**src/rtl/mux_4to1_rr_pkg.sv**
```systemverilog
// rtl/mux_4to1_rr_pkg.sv - shared constants and state encoding for the 4-to-1 round-robin mux
package mux_4to1_rr_pkg;

    localparam int NUM_CH    = 4;
    localparam int SEL_W     = 2;
    localparam int DEF_WIDTH = 8;

    typedef enum logic {
        EMPTY = 1'b0,
        FULL  = 1'b1
    } state_t;

endpackage

```
**src/rtl/rr_arbiter_4.sv**
```systemverilog
// rtl/rr_arbiter_4.sv - combinational 4-way round-robin grant starting the search at ptr
module rr_arbiter_4
    import mux_4to1_rr_pkg::*;
(
    input  logic [NUM_CH-1:0] req,
    input  logic [SEL_W-1:0]  ptr,
    output logic [NUM_CH-1:0] gnt_onehot,
    output logic [SEL_W-1:0]  gnt_idx,
    output logic              gnt_any
);

    // Walk ptr, ptr+1, ptr+2, ptr+3 (mod 4); the first requester found wins.
    always_comb begin
        gnt_onehot = '0;
        gnt_idx    = '0;
        gnt_any    = 1'b0;
        for (int k = 0; k < NUM_CH; k++) begin
            if (!gnt_any && req[SEL_W'(ptr + SEL_W'(k))]) begin
                gnt_any    = 1'b1;
                gnt_idx    = SEL_W'(ptr + SEL_W'(k));
                gnt_onehot = NUM_CH'(1) << SEL_W'(ptr + SEL_W'(k));
            end
        end
    end

endmodule

```
**src/rtl/mux_4to1_rr.sv**
```systemverilog
// rtl/mux_4to1_rr.sv - 4-to-1 round-robin stream mux with a one-beat registered output stage
module mux_4to1_rr
    import mux_4to1_rr_pkg::*;
#(
    parameter int WIDTH = DEF_WIDTH
) (
    input  logic                    clk,
    input  logic                    reset,
    input  logic [NUM_CH-1:0]       in_valid,
    input  logic [NUM_CH*WIDTH-1:0] in_data,
    output logic [NUM_CH-1:0]       in_ready,
    output logic                    out_valid,
    output logic [WIDTH-1:0]        out_data,
    output logic [SEL_W-1:0]        out_sel,
    input  logic                    out_ready
);

    state_t             r_state;
    state_t             w_next_state;
    logic [SEL_W-1:0]   r_ptr;
    logic [WIDTH-1:0]   r_data;
    logic [SEL_W-1:0]   r_sel;

    logic [NUM_CH-1:0]  w_gnt_onehot;
    logic [SEL_W-1:0]   w_gnt_idx;
    logic               w_gnt_any;
    logic               w_load_en;
    logic               w_in_xfer;
    logic [WIDTH-1:0]   w_gnt_data;

    rr_arbiter_4 u_arb (
        .req        (in_valid),
        .ptr        (r_ptr),
        .gnt_onehot (w_gnt_onehot),
        .gnt_idx    (w_gnt_idx),
        .gnt_any    (w_gnt_any)
    );

    // The output stage can take a beat when it is empty or is being drained this cycle;
    // reset blocks any input transfer so nothing is accepted while it is asserted.
    assign w_load_en  = (r_state == EMPTY) || out_ready;
    assign w_in_xfer  = w_gnt_any && w_load_en && !reset;
    assign w_gnt_data = in_data[w_gnt_idx*WIDTH +: WIDTH];

    // State register.
    always_ff @(posedge clk or posedge reset) begin
        if (reset) begin
            r_state <= EMPTY;
        end else begin
            r_state <= w_next_state;
        end
    end

    // Next state: a new beat always refills the stage; otherwise a drain empties it.
    always_comb begin
        w_next_state = r_state;
        case (r_state)
            EMPTY: begin
                if (w_in_xfer) w_next_state = FULL;
            end
            FULL: begin
                if (w_in_xfer)      w_next_state = FULL;
                else if (out_ready) w_next_state = EMPTY;
            end
            default: w_next_state = EMPTY;
        endcase
    end

    // Outputs: valid only when holding a beat; ready only toward the granted channel.
    always_comb begin
        out_valid = (r_state == FULL);
        in_ready  = '0;
        if (!reset && w_load_en) in_ready = w_gnt_onehot;
    end

    // Round-robin pointer advances past the channel just served, and only then.
    always_ff @(posedge clk or posedge reset) begin
        if (reset) begin
            r_ptr <= '0;
        end else if (w_in_xfer) begin
            r_ptr <= w_gnt_idx + SEL_W'(1);
        end
    end

    // Output register captures the granted payload and its source channel.
    always_ff @(posedge clk or posedge reset) begin
        if (reset) begin
            r_data <= '0;
            r_sel  <= '0;
        end else if (w_in_xfer) begin
            r_data <= w_gnt_data;
            r_sel  <= w_gnt_idx;
        end
    end

    assign out_data = r_data;
    assign out_sel  = r_sel;

endmodule
```
**config.mk**
```make
export PLATFORM = sky130hd
export DESIGN_NAME = mux_4to1_rr
export DESIGN_NICKNAME = d
export VERILOG_FILES = /design/src/rtl/mux_4to1_rr_pkg.sv /design/src/rtl/rr_arbiter_4.sv /design/src/rtl/mux_4to1_rr.sv
export SDC_FILE = /design/constraint.sdc
export NUM_CORES = 1
export LEC_CHECK = 0
export ABC_CLOCK_PERIOD_IN_PS = 8670
export CAP_MARGIN = 25
export CORE_UTILIZATION = 45
export CTS_BUF_LIST = sky130_fd_sc_hd__clkbuf_8
export CTS_CLUSTER_DIAMETER = 40
export DETAILED_ROUTE_END_ITERATION = 8
export PLACE_DENSITY = 0.84
export RECOVER_POWER = 50
export SETUP_SLACK_MARGIN = 0.5
export SYNTH_ARGS = -nofsm -noshare
export SYNTH_HDL_FRONTEND = slang
export SYNTH_SLANG_ARGS = --single-unit
```
**constraint.sdc**
```tcl
create_clock -name clk -period 8.67 [get_ports clk]
set_clock_uncertainty 0.2 [all_clocks]
set_input_delay 1.734 -clock clk [delete_from_list [all_inputs] [get_ports clk]]
set_output_delay 1.734 -clock clk [all_outputs]
set_load 0.01 [all_outputs]
```
* Word-level counts from Yosys, hierarchy flattened
Cells that the tools add are included.
Cells by class: $lt $le $gt $ge 4, bitwise logic cells 1, shift-type cells 5, add/sub/neg operators 4, reductions and logical operators 11, multiplexer cells 25
Operators by type and width (number):
- $shiftx A32 B6 Y8 | 1
- $mux W4 | 5
- $shl A1 B2 Y4 const A | 4
- $lt A2 B3 Y1 const B | 4
- $mux W1 | 11
- $bmux W1 S2 | 4
- $mux W2 | 4
- $logic_and A1 B1 Y1 | 6
- $add A2 B1 Y2 const B | 2
- $add A2 B2 Y2 const B | 2
- $logic_not A1 Y1 | 4
- $pmux W1 S2 | 1
- $logic_or A1 B1 Y1 | 1
- $not A1 Y1 | 1
Word-level totals: word-level logic and storage cells 54, output and inout port bits 15, register bits 13, input bits 39

* Longest topological paths before layout
Gate-level depths: netlist of the first run.
word-level depth 16, gate-level depth with buffers 12, mapped depth without buffers 9

* Cells and area by module
From an unflattened synthesis of the first run, not the netlist that was laid out.
Second synthesis, totals: cell total of the unflattened synthesis 120, area total of the unflattened synthesis 1305.0 um^2
Modules (own cells, without submodules):
- mux_4to1_rr | cells each 47, area each 739.5 um^2, instances 1, sequential area each 325.3 um^2
- rr_arbiter_4 | cells each 73, area each 565.5 um^2, instances 1, sequential area each 0.0 um^2

* Worst setup path after synthesis of the first run
Ideal clock, no wire load.
kind input -> output, start point in in_valid[2], end point out in_ready[0], required time 6.736 ns, slack 3.591 ns, cell stages on the path 7, arrival 3.145 ns, path through buf_6 mux4_2 a211oi_1 a22oi_1 nor2_1 a221oi_1 nor2_1
Between the ends: longest elaborated chain between the ends 13, elaborated cells between the ends (all ways) 22
Ends and longest elaborated chain:
- start, declared | line mux_4to1_rr.sv:9 | input logic [NUM_CH-1:0] in_valid,
- $bmux W1 S2 | line rr_arbiter_4.sv:18 | if (!gnt_any && req[SEL_W'(ptr + SEL_W'(k))]) begin
- $mux W1 (implied by the code) | line rr_arbiter_4.sv:18
- $mux W1 | line rr_arbiter_4.sv:18
- $logic_not A1 Y1 | line rr_arbiter_4.sv:18
- $logic_and A1 B1 Y1 | line rr_arbiter_4.sv:18
- $mux W1 | line rr_arbiter_4.sv:18
- $logic_not A1 Y1 | line rr_arbiter_4.sv:18
- $logic_and A1 B1 Y1 | line rr_arbiter_4.sv:18
- $mux W1 | line rr_arbiter_4.sv:18
- $logic_not A1 Y1 | line rr_arbiter_4.sv:18
- $logic_and A1 B1 Y1 | line rr_arbiter_4.sv:18
- $mux W4 * | line rr_arbiter_4.sv:18
- $mux W4 * | line mux_4to1_rr.sv:73 | if (!reset && w_load_en) in_ready = w_gnt_onehot;
- end, declared | line mux_4to1_rr.sv:11 | output logic [NUM_CH-1:0] in_ready,
Every way passes the cells marked *; elsewhere a longest branch is shown, timed or not. The select of a mux whose other input is x is not followed.

* Final worst setup path of the first run
start point in in_valid[1], end point out in_ready[0]
The elaborated chain is that of the path after synthesis.

==> summary.md, run 1 <==
| Metric | Value |
|---|---|
| Sequential cell area | 325 sq um |
| Endpoint type of the worst setup path | output pin |
| Pin count of the biggest net entering global routing | 20 |
| Bufs on Longest Clock Path | 2 |
| Vias in the first global route | 1345 |
| Most numerous cell types in the synthesized netlist | mux2i_1, nand2_1, nor2_1 |
| Final total negative setup slack | 0 ns |
| Async set-or-reset flop fraction in the synthesized netlist | 100% |
| Setup repair after global routing missed its margin | false |
| Number of flops mapped to enable cells by yosys | 0 |
| Per-cell via count in the routed design | 6.10 |
| Initial cell density of the core | 47.9% |
| Setup violation total in the final timing report | 0 |
| Multi-input combinational cell area | 907 sq um |
| Clock Pin Slew Worst Setup and Hold Paths | 0.05 ns |
| Iteration-0 DRC Markers | 44 |
| Root buf cell | clkbuf_8 |
| Vias | 1373 |
| Required time of the critical path | 6.74 ns |
| Worst Hold Margin | 0.290 ns |
| Post_cts resized | 0 |
| Placeable core area | 2760 sq um |
| Initial antenna violation count | 0 |
| Maximum fanout along the worst path | 9 |
| GP Congestion | 0.859 |
| Gate count after technology mapping | 146 |
| Peak supply drop | 0.000232 V |
| Most repeated cell in the gate-level netlist after synthesis | mux2i_1 |
| Fin. max-slew vios | 0 |
| Arrival @ worst endpoint | 4.39 ns |
| Area growth from synthesis to layout | 41.0% |
| Worst setup slack after placement | 2.38 ns |
| Final net count | 241 |
| Yosys top cell area share | 24.6% |
| Per-instance average area after synthesis | 9.04 sq um |
| Final standard cell count with taps included and fillers excluded | 225 |
| Synth Cell Area | 1320 sq um |
| Critical path, cell by cell | clkdlybuf4s50_1 > mux4_2 > a211oi_1 > a22oi_1 > nor2_1 > a221oi_1 > nor2_1 > clkdlybuf4s50_1 |
| Run status | finished, final reports clean |
| Total global routing overflow | 0 |
| Biggest area contributors in the synthesized netlist | dfrtp_1, mux2i_1, ha_1 |
| Drt pass-1 iters | 4 |
| Final hold violations | 0 |
| H-tree Lvls | 1 |
| Number of filler instances in the final layout | 217 |
| Post-CTS Hold Fix Bufs | 0 |
| Ys Warns | 0 |
| Delay contributed by the slowest stage of the critical path | 0.60 ns |
| Fraction of the core area covered by cells at the end of the flow | 67.5% |
| Slowest-stage cell, CP | mux4_2 |
| Count of buffers from port buffering | 53 |
| Count of distinct cell types in the synthesized netlist | 35 |
| Sort of element at the start of the critical path | primary input |
| Number of ports placed on the die boundary | 54 |
| Sequential area share after synthesis | 24.6% |
| Critical path class | primary input to output pin |
| DR WL/cell | 15.3 microns |
| Clk sink count | 13 |
| Number of antenna diodes | 0 |
| Die extent in y | 56.2 microns |
| Clock latency reported for the late side of the worst-skew pair | 0.23 ns |
| TritonCTS Buffers | 3 |
| Post-detailed-route count of antenna-violating nets | 0 |
| Chip width | 56.2 microns |
| Routed wire length | 3450 microns |
| Final period demand of the worst path | 6.32 ns |
| Leading register cell type out of synthesis | dfrtp_1 |
| Max_slew headroom | 49.3% |
| Cell total after placement | 221 |
| Row count | 19 |
| Total leakage power | 0.788 nW |
| All-Layer GR Usage | 22.7% |
| Number of storage elements in the synthesis netlist | 13 |
| Clock tree from TritonCTS | done |
| Final period utilization | 72.9% |
| Class of the tightest hold or removal check | flip-flop to flip-flop |
| Post-route worst setup slack | 2.35 ns |
| Number of violations of the max-capacitance limit | 0 |
| Syn_nets | 192 |
| Largest area contributor in the synthesized netlist | dfrtp_1 |
| Post-DP HPWL | 2670 microns |
| DIE AREA | 3150 sq um |
| Share of cells above drive strength 1 | 4.64% |
| F_max | 158 MHz |
| Drc violations | 0 |
| Power per cell area | 304 nW/um^2 |
| Setup bufs post-CTS | 0 |
| Worst-Margin Slew | 0.761 ns |
| Global-route wire length before repair | 5820 microns |
==> state kept, by name, indices dropped and copies added (netlist names) <==
register,flops
out_data,8
out_sel,2
out_valid,1
r_ptr,2
==> path summary, 6_finish.rpt <==
| check | cells past startpoint | slack (ns) | to | from |
|---|---|---|---|---|
| worst min-delay path | 2 | 0.29 | out_sel[1] | out_sel[1] |
| max in group asynchronous | 2 | 6.18 | out_data[3] | reset |
| worst min register to register | 2 | 0.29 | out_sel[1] | out_sel[1] |
| min in group asynchronous | 2 | 1.76 | out_data[4] | reset |
| worst max register to register | 8 | 4.59 | out_data[2] | r_ptr[0] |
| worst max-delay path | 8 | 2.35 | in_ready[0] | in_valid[1] |
==> routing by layer <==
metal,global-route usage (%),vias to the layer above,part of all wire (%)
met4,6.27,0,0.99
met2,42.2,68,51
li1,-,655,-
met5,0,-,0
met3,2.56,4,6.3
met1,27.5,646,42
==> cells by family (layout without fill, tap and decap cells) <==
logic type | after synthesis | count (layout) | synth area share, %
flip-flops | 13 | 13 | 24.6
AND/OR/NAND/NOR | 44 | 44 | 16.2
buffers and inverters | 13 | 61 | 6.63
XOR/XNOR | 1 | 1 | 0.664
AO/OA/AOI/OAI | 48 | 48 | 28.1
multiplexers | 20 | 20 | 17.2
adder cells (fa/ha/maj) | 7 | 7 | 6.63
==> placed cells by master, fill, tap and decap left out, types with 5 or more instances in the layout <==
master / n
a211o_1: 8
clkdlybuf4s50_1: 45
dfrtp_1: 13
dlygate4sd3_1: 8
ha_1: 7
inv_1: 5
mux2i_1: 17
nand2_1: 16
nand2b_1: 5
nor2_1: 15
o211ai_1: 9
o22ai_1: 7
==> where the power goes <==
| group | internal, mW | leakage [nW] | switching [mW] |
|---|---|---|---|
| clock network | 0.0311 | 0.0269 | 0.0189 |
| logic | 0.189 | 0.603 | 0.201 |
| registers | 0.0886 | 0.158 | 0.0378 |
| total | 0.308 | 0.788 | 0.258 |
==> worst max-delay path, delay by kind of cell <==
kind                   cells  cell delay (ns)
AO/OA/AOI/OAI              3             0.69
buffers and inverters      2             1.10
multiplexers               1             0.60
AND/OR/NAND/NOR            2             0.26
==> final cells by class <==
class / count / area share [%]
inverters: 4 / 0.806
clock buffers: 3 / 2.22
repair buffers: 53 / 28.5
multi-input cells: 120 / 48.7
well taps: 31 / 2.08
clock inverters: 1 / 0.202
flip-flops and latches: 13 / 17.5
==> metrics by stage <==
stage               total power, mW  area [sq um]
floorplan                     0.407          1320
global placement              0.498          1820
detailed placement            0.518          1820
CTS                           0.572          1860
global route                  0.607          1860
finish                        0.566          1860
(Power assumes the default switching activity.)
==> run 2, diff against run 1 <==
--- a/config.mk
+++ b/config.mk
@@ -5,7 +5,7 @@
 export SDC_FILE = /design/constraint.sdc
 export NUM_CORES = 1
 export LEC_CHECK = 0
-export ABC_CLOCK_PERIOD_IN_PS = 8670
+export ABC_CLOCK_PERIOD_IN_PS = 6400
 export CAP_MARGIN = 25
 export CORE_UTILIZATION = 45
 export CTS_BUF_LIST = sky130_fd_sc_hd__clkbuf_8
==> constraint.sdc (replaced) <==
create_clock -name clk -period 6.4 [get_ports clk]
set_clock_uncertainty 0.2 [all_clocks]
set_input_delay 1.28 -clock clk [delete_from_list [all_inputs] [get_ports clk]]
set_output_delay 1.28 -clock clk [all_outputs]
set_load 0.01 [all_outputs]
==> results of run 2 <==
The final DEF is identical to that of run 1. Status: finished, final reports clean.
Main changes from that run: setup slack after placement 2.38 ns -> 1.02 ns; setup slack after layout 2.35 ns -> 0.960 ns; start point of the critical path in_valid[1] -> r_ptr[0]; end point of the critical path in_ready[0] -> in_ready[2]; register-to-register setup slack 4.59 ns -> 2.32 ns; total power 0.566 mW -> 0.767 mW; worst IR drop on VDD 0.000232 V -> 0.000315 V
